`config.mk`:
```
export PLATFORM = sky130hd
export DESIGN_NAME = instr_fetch_unit
export DESIGN_NICKNAME = d
export VERILOG_FILES = /design/src/rtl/instr_fetch_unit_pkg.sv /design/src/rtl/instr_fetch_unit_fetch_fifo.sv /design/src/rtl/instr_fetch_unit.sv
export SDC_FILE = /design/constraint.sdc
export NUM_CORES = 1
export LEC_CHECK = 0
export CORE_MARGIN = 2
export CORE_UTILIZATION = 54
export CTS_BUF_LIST = sky130_fd_sc_hd__clkbuf_4
export DETAILED_ROUTE_END_ITERATION = 16
export PLACE_DENSITY = 0.82
export SYNTH_ARGS = -nofsm -noshare
export SYNTH_HDL_FRONTEND = slang
export SYNTH_SLANG_ARGS = --single-unit
```
`constraint.sdc`:
```
create_clock -name clk -period 2.1 [get_ports clk]
set_input_delay 0.63 -clock clk [delete_from_list [all_inputs] [get_ports clk]]
set_output_delay 0.63 -clock clk [all_outputs]
set_load 0.05 [all_outputs]
```
`src/rtl/instr_fetch_unit_pkg.sv`:
```
// Shared fetch constants, state encoding and FIFO entry layout for the instruction fetch unit.
package instr_fetch_unit_pkg;

    localparam int unsigned PC_WIDTH    = 16;
    localparam int unsigned INSTR_WIDTH = 16;
    localparam int unsigned DEPTH       = 2;
    localparam int unsigned PC_STEP     = 2;
    localparam int unsigned PTR_W       = $clog2(DEPTH);
    localparam int unsigned CNT_W       = $clog2(DEPTH + 1);

    localparam logic [PC_WIDTH-1:0] RESET_PC = PC_WIDTH'(16'h0000);

    typedef enum logic [1:0] {
        ST_IDLE    = 2'd0,
        ST_FETCH   = 2'd1,
        ST_DISCARD = 2'd2
    } fetch_state_t;

    typedef struct packed {
        logic [PC_WIDTH-1:0]    pc;
        logic [INSTR_WIDTH-1:0] instr;
    } fetch_entry_t;

    // Instructions are halfword aligned; bit 0 of any target is dropped.
    function automatic logic [PC_WIDTH-1:0] pc_align(input logic [PC_WIDTH-1:0] pc);
        return pc & ~PC_WIDTH'(1);
    endfunction

endpackage

```
`src/rtl/instr_fetch_unit_fetch_fifo.sv`:
```
// Prefetch FIFO between the memory port and decode; flush dominates push/pop.
module fetch_fifo
    import instr_fetch_unit_pkg::*;
(
    input  logic             clk,
    input  logic             rst_n,
    input  logic             push,
    input  logic             pop,
    input  logic             flush,
    input  fetch_entry_t     wdata,
    output fetch_entry_t     rdata,
    output logic [CNT_W-1:0] count,
    output logic             empty,
    output logic             full
);

    fetch_entry_t     mem [DEPTH];
    logic [PTR_W-1:0] wr_ptr;
    logic [PTR_W-1:0] rd_ptr;
    logic             do_push;
    logic             do_pop;
    logic [CNT_W-1:0] count_d;

    // Qualified push/pop and next occupancy.
    always_comb begin
        do_push = push & ~flush & ~full;
        do_pop  = pop & ~flush & ~empty;
        count_d = count;
        if (flush) begin
            count_d = '0;
        end else if (do_push && !do_pop) begin
            count_d = count + CNT_W'(1);
        end else if (do_pop && !do_push) begin
            count_d = count - CNT_W'(1);
        end
    end

    always_ff @(posedge clk or negedge rst_n) begin
        if (!rst_n) begin
            wr_ptr <= '0;
            rd_ptr <= '0;
            count  <= '0;
            empty  <= 1'b1;
            full   <= 1'b0;
            for (int unsigned i = 0; i < DEPTH; i++) begin
                mem[i] <= '0;
            end
        end else begin
            if (flush) begin
                wr_ptr <= '0;
                rd_ptr <= '0;
            end else begin
                if (do_push) begin
                    mem[wr_ptr] <= wdata;
                    wr_ptr      <= wr_ptr + PTR_W'(1);
                end
                if (do_pop) begin
                    rd_ptr <= rd_ptr + PTR_W'(1);
                end
            end
            count <= count_d;
            empty <= (count_d == '0);
            full  <= (count_d == CNT_W'(DEPTH));
        end
    end

    assign rdata = mem[rd_ptr];

endmodule

```
`src/rtl/instr_fetch_unit.sv`:
```
// Instruction fetch: owns the fetch PC, drives a single-outstanding req/ack port,
// buffers fetched words for decode and restarts on redirect.
module instr_fetch_unit
    import instr_fetch_unit_pkg::*;
(
    input  logic                   clk,
    input  logic                   rst_n,
    input  logic                   redirect_valid,
    input  logic [PC_WIDTH-1:0]    redirect_pc,
    output logic                   imem_req,
    output logic [PC_WIDTH-1:0]    imem_addr,
    input  logic                   imem_ack,
    input  logic [INSTR_WIDTH-1:0] imem_rdata,
    output logic                   instr_valid,
    output logic [INSTR_WIDTH-1:0] instr_data,
    output logic [PC_WIDTH-1:0]    instr_pc,
    input  logic                   instr_ready
);

    fetch_state_t        state_q;
    fetch_state_t        state_d;
    logic [PC_WIDTH-1:0] fetch_pc_q;
    logic [PC_WIDTH-1:0] fetch_pc_d;
    logic [PC_WIDTH-1:0] addr_q;
    logic                req_q;

    logic                ack_c;
    logic                push_c;
    logic                pop_c;
    logic                flush_c;
    logic [CNT_W-1:0]    count_after_c;
    fetch_entry_t        wr_entry_c;

    logic [CNT_W-1:0]    fifo_count;
    logic                fifo_empty;
    logic                fifo_full;
    fetch_entry_t        head;

    // Next state, fetch PC and FIFO control; redirect overrides everything.
    always_comb begin
        state_d          = state_q;
        fetch_pc_d       = fetch_pc_q;
        ack_c            = req_q & imem_ack;
        flush_c          = redirect_valid;
        pop_c            = ~fifo_empty & instr_ready & ~redirect_valid;
        push_c           = 1'b0;
        count_after_c    = fifo_count + CNT_W'(1) - CNT_W'(pop_c);
        wr_entry_c.pc    = fetch_pc_q;
        wr_entry_c.instr = imem_rdata;

        case (state_q)
            ST_IDLE: begin
                if (redirect_valid || !fifo_full) begin
                    state_d = ST_FETCH;
                end
            end
            ST_FETCH: begin
                if (redirect_valid) begin
                    state_d = ack_c ? ST_FETCH : ST_DISCARD;
                end else if (ack_c) begin
                    push_c     = 1'b1;
                    fetch_pc_d = fetch_pc_q + PC_WIDTH'(PC_STEP);
                    if (count_after_c >= CNT_W'(DEPTH)) begin
                        state_d = ST_IDLE;
                    end
                end
            end
            ST_DISCARD: begin
                if (ack_c) begin
                    state_d = ST_FETCH;
                end
            end
            default: state_d = ST_IDLE;
        endcase

        if (redirect_valid) begin
            fetch_pc_d = pc_align(redirect_pc);
        end
    end

    // The request address is frozen while a request waits for its ack.
    always_ff @(posedge clk or negedge rst_n) begin
        if (!rst_n) begin
            state_q    <= ST_IDLE;
            fetch_pc_q <= RESET_PC;
            addr_q     <= RESET_PC;
            req_q      <= 1'b0;
        end else begin
            state_q    <= state_d;
            fetch_pc_q <= fetch_pc_d;
            req_q      <= (state_d != ST_IDLE);
            if (!(req_q && !imem_ack)) begin
                addr_q <= fetch_pc_d;
            end
        end
    end

    fetch_fifo u_fifo (
        .clk   (clk),
        .rst_n (rst_n),
        .push  (push_c),
        .pop   (pop_c),
        .flush (flush_c),
        .wdata (wr_entry_c),
        .rdata (head),
        .count (fifo_count),
        .empty (fifo_empty),
        .full  (fifo_full)
    );

    assign imem_req    = req_q;
    assign imem_addr   = addr_q;
    assign instr_valid = ~fifo_empty;
    assign instr_data  = head.instr;
    assign instr_pc    = head.pc;

endmodule
```
* Word level (Yosys, flattened, before mapping)
Cells that the tools add are included.
** Storage, ports and cells
- Flip-flop bits (word level) :: 105
- Input port bits :: 37
- Output and inout port bits :: 50
- Word-level logic and storage cells :: 79
** Operators by class
- Add/subtract/negate cells :: 6
- $lt $le $gt $ge :: 4
- Equality and inequality tests :: 3
- Multiplexer cells :: 26
- Bitwise gates (word level) :: 12
- Reductions and logical operators :: 15
** Operators with widths (number)
- two-way mux 32 bit :: 4
- bitwise mux 64 bit :: 1
- two-way mux 16 bit :: 3
- demux 32 bit (select 1 bit) :: 1
- two-way mux 2 bit :: 9
- adder 16 x 2 -> 16 bit (second input constant) :: 1
- AND 1 bit :: 7
- two-way mux 1 bit :: 7
- greater-or-equal comparator 2 bit (second input constant) :: 3
- one-hot mux 2 bit (3 select lines) :: 1
- nonzero test 2 bit :: 3
- == test 2 bit (second input constant) :: 2
- logical AND 1 bit :: 4
- logical NOT 1 bit :: 4
- logical NOT 2 bit :: 2
- inverter 1 -> 2 bit :: 2
- inverter 1 bit :: 3
- adder 1 bit (second input constant) :: 2
- adder 2 x 1 -> 2 bit (second input constant) :: 1
- == test 2 x 1 -> 1 bit (second input constant) :: 1
- < comparator 2 x 1 -> 1 bit (second input constant) :: 1
- AND reduction 2 bit :: 1
- subtractor 2 x 1 -> 2 bit :: 1
- subtractor 2 x 1 -> 2 bit (second input constant) :: 1
- logical OR 1 bit :: 1

* Longest topological paths before layout
Gate-level depths: netlist (run 1).
- Word-level depth :: 12
- Mapped depth :: 8
- Gate-level depth less buffers :: 8

* Hierarchy
A second synthesis (run 1) with hierarchy kept.
** Second synthesis, totals
- Cells, all modules :: 380
- Area, all modules :: 5089.9 um^2
** Modules (own cells, without submodules)
- fetch_fifo :: instances 1, cells each 208, area an instance 3266.9 um^2, sequential area each 1752.9 um^2
- instr_fetch_unit :: instances 1, cells each 172, area an instance 1823.0 um^2, sequential area each 875.8 um^2

* Least setup slack after synthesis (run 1)
No wires, ideal clock.
- Path type :: reg2reg
- Start :: register req_q, in the netlist imem_req
- End :: register addr_q[13], in the netlist imem_addr[13]
- Setup time :: 0.125 ns
- Arrival :: 1.960 ns
- Data required time :: 1.975 ns
- Path slack :: 0.016 ns
- Stages on the path, launching flop included :: 7
- Buffers on the path :: 1
- Clock period less this slack :: 2.084 ns
- Path through :: dfrtp_1 nand4b_4 buf_6 nor4_2 xor2_1 mux2_2 mux2_2
** Between the ends
- Cells in the longest elaborated chain, start to end :: 4
- Elaborated cells between the ends (all ways) :: 5
- Those cells by class :: mux (3); bitwise (1); reduce/logical (1)
** RTL lines
- from (decl) :: RTL line instr_fetch_unit.sv:25 : logic req_q;
- from (signal assigned) :: RTL line instr_fetch_unit.sv:91 : req_q <= (state_d != ST_IDLE);
- AND 1 bit :: RTL line instr_fetch_unit.sv:43 : ack_c = req_q & imem_ack;
- two-way mux 16 bit :: RTL line instr_fetch_unit.sv:60 : end else if (ack_c) begin
- two-way mux 16 bit :: RTL line instr_fetch_unit.sv:51 : case (state_q)
- two-way mux 16 bit :: RTL line instr_fetch_unit.sv:76 : if (redirect_valid) begin
- named net fetch_pc_d[13] :: RTL line instr_fetch_unit.sv:23 : logic [PC_WIDTH-1:0] fetch_pc_d;
- to (signal assigned) :: RTL line instr_fetch_unit.sv:93 : addr_q <= fetch_pc_d;
- to (decl) :: RTL line instr_fetch_unit.sv:24 : logic [PC_WIDTH-1:0] addr_q;
The timed path passes the listed nets, and every way through them passes these cells.
A chain may end at the register's enable or synchronous reset.

* Worst setup path in the final report (run 1)
- Start :: register u_fifo.rd_ptr
- End :: output instr_data[15]
** Between the ends
- Cells in the longest elaborated chain, start to end :: 4
** RTL lines
- from (decl) :: RTL line instr_fetch_unit_fetch_fifo.sv:19 : logic [PTR_W-1:0] rd_ptr;
- from (signal assigned) :: RTL line instr_fetch_unit_fetch_fifo.sv:58 : rd_ptr <= rd_ptr + PTR_W'(1);
- inverter 1 -> 2 bit (implied by the code) :: RTL line instr_fetch_unit_fetch_fifo.sv:67 : assign rdata = mem[rd_ptr];
- two-way mux 32 bit (implied by the code) (3 in series) :: RTL line instr_fetch_unit_fetch_fifo.sv:67
- to (decl) :: RTL line instr_fetch_unit.sv:15 : output logic [INSTR_WIDTH-1:0] instr_data,
No other way between the ends. The select of a mux whose other input is x is not followed.

==> reports/metrics.cfg, run 1 <==
[layout]
diodes=0
fill_cells=536
final_cell_mix=dfrtp_1, mux2_2, buf_4, clkdlybuf4s50_1, buf_12
final_cells=600
nets=526
synthToLayoutAreaGrowth_pct=38.8
drive_gt1_frac=0.453
layout_commonest_cell=dfrtp_1

[routing]
drc=0
drtPass1Iterations=4
wl_per_cell_um=17.7
drtAntennaViolNets=0
drt_iter0_drc=127
vias=3336
finalWirelength_um=10600
viasPerCell=5.56

[critical_path]
arrival_ns=1.64
criticalPathCategory=reg -> out
critPathMostFrequentCell=buf_12
crit_fanout=11
reg2reg_depth=6
crit_path_end_kind=output port
path_buf_inv=2
worst-r2r-setup-slack_ns=0.11
slowest_stage=dfrtp_2
path_delay_family=flip-flops
slowest_delay_ns=0.49
cp.required_ns=1.47
r2r-start=state_q[0]$_DFF_PN0_
critPathLaunchType=flop
reg2reg_to=u_fifo.mem[51]$_DFFE_PN0P_
cp_cell_sequence=buf_12 > mux2_2 > buf_12

[synthesis]
synth_nets=405
ys_ff_latch=105
yosysUniqueCellTypes=41
syn_area_um2=4760
synthCells=366
synth_ff_type=dfrtp_1
syn_area_per_cell_um2=13.0
ys_seq_area_frac=0.553
synth_area_leader_cell=dfrtp_1
yosys_warnings=0
async_flop_share=1.00
synth.area.top_cells=dfrtp_1, mux2_2, nand2_1
synth_top_area_share=0.547
synth_edf_count=0

[power]
p_comb_frac=0.573
p_int_uw=6280
p_leak_uw=0.00297
power_density_nw_per_um2=1590
p_seq_frac=0.319
peakVddDrop_v=0.000861
pwr-share-clk=0.108
power_switching_uw=4220
sw_frac_of_total=0.402

[placement]
port_buffers=85
place_congestion=0.792
dp_cells=576
place_hpwl_um=7440

[clock_network]
cts_tree=built
clk-insertion-delay-late_ns=0.45
clk_pin_slew_ns=0.15
cts.path.max_buffers=2
hold_buffers=0
clock_sinks=105
htreeDepth=3
root_buffer=clkbuf_4
numCtsBuffers=9

[sta]
report.final.setup_viol=32
fmax_mhz=440
drv_slew=0
fin_tns_setup_ns=-4.52
finalCritPeriodShare=1.08
layout_setup_ws_ns=-0.172
skew_ns=0.00908
final_hold_viol_count=0
worst_pin_slew_ns=0.471
period_minus_slack_ns=2.27
slew_headroom=0.685
rsz0062_at_grt=yes

[run]
drv_cap=0

[die]
coreArea_um2=8640
fp-row-count=34
die_w_um=97.9
die_h_um=97.9
start_util=0.551
dieArea_um2=9580
ios=87

[grt]
grt_pass1_vias=3531
grt_overflow=0
grtUsageTotal=0.221
antenna_found_initial=0
grt_max_degree=39
grt_pass1_wl_um=17200

[status]
status=finished with violations
violations=negative setup slack

[min_path]
hp-class=in -> async

per-stage QoR:
| step | utilization | power (uW) | hold slack, ns | instance area, um^2 | worst slack (ns) |
|---|---|---|---|---|---|
| 2_1_floorplan | - | 6620 | 0.334 | 4760 | 0.0155 |
| 3_3_place_gp | 0.716 | 8800 | 0.462 | 6180 | -0.412 |
| 6_report | 0.765 | 10500 | 0.0848 | 6600 | -0.172 |
| 4_1_cts | 0.742 | 10300 | 0.0745 | 6400 | -0.176 |
| 3_5_place_dp | 0.716 | 8980 | 0.468 | 6180 | -0.463 |
| 5_1_grt | 0.765 | 11000 | 0.0671 | 6600 | -0.230 |
worst reg2reg max path: stages (launching register included):
cell      delay (ns)
dfrtp_1         0.52
nand4b_4        0.21
buf_8           0.19
nor4_4          0.23
buf_4           0.19
buf_4           0.19
mux2_2          0.35
final cells by class:
class	count	area [um^2]	share of cell area
Sequential cell	105	2630	0.398
Clock buffer	9	67.6	0.0102
Multi-Input combinational cell	241	2160	0.327
Timing Repair Buffer	127	1500	0.228
Tap cell	108	135	0.0205
Clock inverter	7	93.8	0.0142
Inverter	3	11.3	0.00171
cell families after synthesis:
kind of cell               Yosys count  synth area share
AOI/OAI and AO/OA                   26            0.0358
and+or+nand+nor                     86            0.0949
DFF                                105             0.553
buffers and inverters               20            0.0208
muxes                              109             0.257
xor gates and xnor gates            18            0.0331
adders and majority gates            2           0.00526
worst max path at each step:
stage                     depth (start not counted)                         end                      start
after floorplan                                   6   imem_addr[13]$_DFFE_PN0N_         imem_req$_DFF_PN0_
after global placement                            6  u_fifo.mem[39]$_DFFE_PN0P_                   imem_ack
after detailed placement                          7   imem_addr[15]$_DFFE_PN0N_                   imem_ack
after CTS                                         3                 instr_pc[1]  u_fifo.rd_ptr$_DFFE_PN0P_
after global routing                              3                 instr_pc[9]  u_fifo.rd_ptr$_DFFE_PN0P_
final                                             3              instr_data[15]  u_fifo.rd_ptr$_DFFE_PN0P_
what timing repair did:
action,in CTS,in global routing
endpoints found under the setup margin,32,60
gates resized for setup,17,26
gates cloned,0,2
pin swaps,0,1
setup buffers,0,6
synth_stat cells, types with 2 or more instances:
| cell | number |
|---|---|
| buf_4 | 3 |
| xor2_1 | 11 |
| nor4_2 | 5 |
| nor3_1 | 3 |
| buf_2 | 4 |
| mux2i_1 | 2 |
| mux2_1 | 7 |
| nor2b_1 | 3 |
| a21oi_1 | 9 |
| and3_1 | 5 |
| nand3_1 | 6 |
| nand4_1 | 3 |
| nor2_1 | 23 |
| mux2_2 | 100 |
| dfrtp_1 | 104 |
| o31ai_1 | 3 |
| clkbuf_1 | 8 |
| a221o_1 | 2 |
| o21ai_0 | 4 |
| inv_1 | 2 |
| nor4_1 | 2 |
| nand2_1 | 28 |
| a311oi_1 | 2 |
| nand2b_1 | 2 |
| ha_1 | 2 |
| xnor2_1 | 7 |
| nand3b_1 | 2 |
power by group through the flow:
| stage | clock (uW) | combinational (uW) | sequential (uW) |
|---|---|---|---|
| after detailed placement | 0 | 5620 | 3360 |
| after global placement | 0 | 5520 | 3280 |
| final | 1140 | 6010 | 3350 |
| after CTS | 1170 | 5770 | 3320 |
| after global routing | 1270 | 6260 | 3450 |
| after floorplan | 0 | 3010 | 3600 |
layer usage:
layer	vias up	routed length, um	part of all wire	track usage
met5	-	0	0	0
met4	0	179	0.017	0.0801
met3	15	518	0.049	0.0344
met2	107	5240	0.49	0.366
met1	1680	4680	0.44	0.298
li1	1534	-	-	-
state kept, by name (all words and copies together) (netlist names):
register,count
imem_addr,16
fetch_pc_q,16
state_q,2
u_fifo.empty,1
u_fifo.wr_ptr,1
imem_req,1
u_fifo.rd_ptr,1
u_fifo.full,1
u_fifo.count,2
u_fifo.mem,64
Power figures use the tool's default switching activity.
==> inputs of run 2 (changes only) <==
--- a/config.mk
+++ b/config.mk
@@ -6,10 +6,10 @@
 export NUM_CORES = 1
 export LEC_CHECK = 0
 export CORE_MARGIN = 2
-export CORE_UTILIZATION = 54
+export CORE_UTILIZATION = 45
 export CTS_BUF_LIST = sky130_fd_sc_hd__clkbuf_4
 export DETAILED_ROUTE_END_ITERATION = 16
-export PLACE_DENSITY = 0.82
+export PLACE_DENSITY = 0.7
 export SYNTH_ARGS = -nofsm -noshare
 export SYNTH_HDL_FRONTEND = slang
 export SYNTH_SLANG_ARGS = --single-unit
==> run 2 against run 1 <==
  * First-iteration DRC count grew 3.9%
  * The run still ends with negative setup slack left
  * Clock-buffer cell count grew 1
  * Clock skew grew 0.0032 ns
  * Register-to-register slack gained 0.06 ns
  * Critical endpoint is now instr_data[7]
  * Clock power shrank 20%
  * Sequential power shrank 1%
  * Largest cell class unchanged
  * Routed wire length shrank 5.7%
  * Fmax is essentially flat
  * Critical path depth is the same
  * Via count shrank 4.1%
==> reports/metrics.cfg, run 2 (synthesis results as in run 1) <==
[power]
fin_total_pwr_uw=9980  ; was 10500 uW
p_leak_uw=0.00280  ; was 0.00297 uW
power_density_nw_per_um2=1560  ; was 1590 nW/um^2
peakVddDrop_v=0.000681  ; was 0.000861 V

[grt]
grt_pass1_vias=3422  ; was 3531
antenna_found_initial=0  ; unchanged
grt_max_degree=43  ; was 39
grt_use_met2=0.298  ; was 0.366
grt_use_met3=0.0292  ; was 0.0344
busiest_layer=met2  ; unchanged
grtUsageTotal=0.184  ; was 0.221
grt_pass1_wl_um=16500  ; was 17200 um
use_met1=0.255  ; was 0.298
grt_overflow=0  ; unchanged

[clock_network]
cts_tree=built  ; unchanged
clk-insertion-delay-late_ns=0.44  ; was 0.45 ns
root_buffer=clkbuf_4  ; unchanged
clock_sinks=105  ; unchanged
numCtsBuffers=9  ; unchanged
cts.path.max_buffers=2  ; unchanged
hold_buffers=0  ; unchanged
htreeDepth=3  ; unchanged
clk_pin_slew_ns=0.16  ; was 0.15 ns

[placement]
placed_area_um2=6250  ; was 6180 um^2
place_congestion=0.769  ; was 0.792
dp_slack_ns=-0.462  ; was -0.463 ns
place_hpwl_um=7140  ; was 7440 um
port_buffers=85  ; unchanged

[status]
violations=negative setup slack  ; unchanged
status=finished with violations  ; unchanged

[layout]
layout_commonest_cell=dfrtp_1  ; unchanged
largest_reg_flops=64  ; unchanged
fill_cells=823  ; was 536
nets=514  ; was 526
synthToLayoutAreaGrowth_pct=34.7  ; was 38.8%
final_cell_area_um2=6410  ; was 6600 um^2
drive_gt1_frac=0.438  ; was 0.453
diodes=0  ; unchanged
regMostFlops=u_fifo.mem  ; unchanged
final_cell_mix=dfrtp_1, mux2_2, buf_4, buf_12, clkdlybuf4s50_1  ; was dfrtp_1, mux2_2, buf_4, clkdlybuf4s50_1, buf_12

[sta]
skew_ns=0.0123  ; was 0.00908 ns
slew_headroom=0.685  ; about the same
worst_pin_slew_ns=0.472  ; was 0.471 ns
layout_setup_ws_ns=-0.170  ; was -0.172 ns
drv_slew=0  ; unchanged
rsz0062_at_grt=yes  ; unchanged
final_hold_viol_count=0  ; unchanged
finalCritPeriodShare=1.08  ; about the same
report.final.setup_viol=32  ; unchanged
fmax_mhz=440  ; about the same
period_minus_slack_ns=2.27  ; about the same

[critical_path]
setup.worst_path.end=instr_data[7]  ; was instr_data[15]
reg2reg_depth=5  ; was 6
r2r-start=fetch_pc_q[3]$_DFF_PN0_  ; was state_q[0]$_DFF_PN0_
cp.required_ns=1.47  ; about the same
crit_path_end_kind=output port  ; unchanged
worst-r2r-setup-slack_ns=0.17  ; was 0.11 ns
critPathLaunchType=flop  ; unchanged
crit_fanout=33  ; was 11
criticalPathCategory=reg -> out  ; unchanged
crit_start=u_fifo.rd_ptr$_DFFE_PN0P_  ; unchanged
arrival_ns=1.64  ; about the same
reg2reg_to=imem_addr[13]$_DFFE_PN0N_  ; was u_fifo.mem[51]$_DFFE_PN0P_

[routing]
drc=0  ; unchanged
drt_iter0_drc=132  ; was 127
wl_per_cell_um=16.3  ; was 17.7 um
drtPass1Iterations=4  ; unchanged
viasPerCell=5.19  ; was 5.56
finalWirelength_um=10000  ; was 10600 um
vias=3198  ; was 3336
drtAntennaViolNets=0  ; unchanged

[die]
fp-row-count=37  ; was 34
die_w_um=107  ; was 97.9 um
start_util=0.463  ; was 0.551
coreArea_um2=10300  ; was 8640 um^2
ios=87  ; unchanged
die_h_um=107  ; was 97.9 um
dieArea_um2=11400  ; was 9580 um^2

[min_path]
hp-class=in -> async  ; unchanged

[run]
drv_cap=0  ; unchanged

## run 2: per-stage QoR
| step | utilization | hold WS, ns | TNS [ns] | cells |
|---|---|---|---|---|
| CTS | 0.620 | 0.104 | -6.10 | 615 |
| detailed placement | 0.608 | 0.473 | -31.38 | 599 |
| global route | 0.623 | 0.110 | -7.84 | 616 |
| finish | 0.623 | 0.111 | -5.01 | 616 |
| floorplan | - | 0.334 | 0 | 366 |
| global placement | 0.608 | 0.463 | -29.55 | 599 |
## run 2: worst min-delay path by stage
stage	slack (ns)	from	depth (start not counted)	end
global route	0.11	rst_n	1	u_fifo.mem[0]$_DFFE_PN0P_
finish	0.11	rst_n	1	u_fifo.mem[0]$_DFFE_PN0P_
floorplan	0.33	rst_n	0	fetch_pc_q[0]$_DFF_PN0_
global placement	0.46	u_fifo.mem[31]$_DFFE_PN0P_	1	u_fifo.mem[31]$_DFFE_PN0P_
detailed placement	0.47	u_fifo.mem[31]$_DFFE_PN0P_	1	u_fifo.mem[31]$_DFFE_PN0P_
CTS	0.10	rst_n	1	u_fifo.mem[0]$_DFFE_PN0P_
## run 2: metal layers
layer,routed length [um],share of wire
met1,4690,0.47
met2,4770,0.48
met3,369,0.037
met4,185,0.018
met5,0,0
## run 2: report_power, final
group	internal [uW]	switching [uW]	total (uW)
Combinational	2800	2960	5760
Sequential	2810	497	3310
Clock	260	657	917
Total	5870	4110	9980
## run 2: worst max-delay path, cell delays in order (launching register included)
cell and delay [ns]:
dfrtp_1 0.40, buf_12 0.23, mux2_2 0.40, buf_12 0.15
## run 2: area by class of cell
cell class	count	area [um^2]	share of cell area
well taps	136	170	0.0266
inverters	3	11.3	0.00176
repair buffers	115	1420	0.221
multi-input cells	241	2060	0.321
flip-flops and latches	105	2630	0.410
clock buffers	10	75.1	0.0117
clock inverters	6	45.0	0.00703
## run 2: repair_timing
item,4_1_cts,5_1_grt
gates cloned,0,0
endpoints found under the setup margin,32,45
gates resized for setup,1,6
buffers inserted,0,1
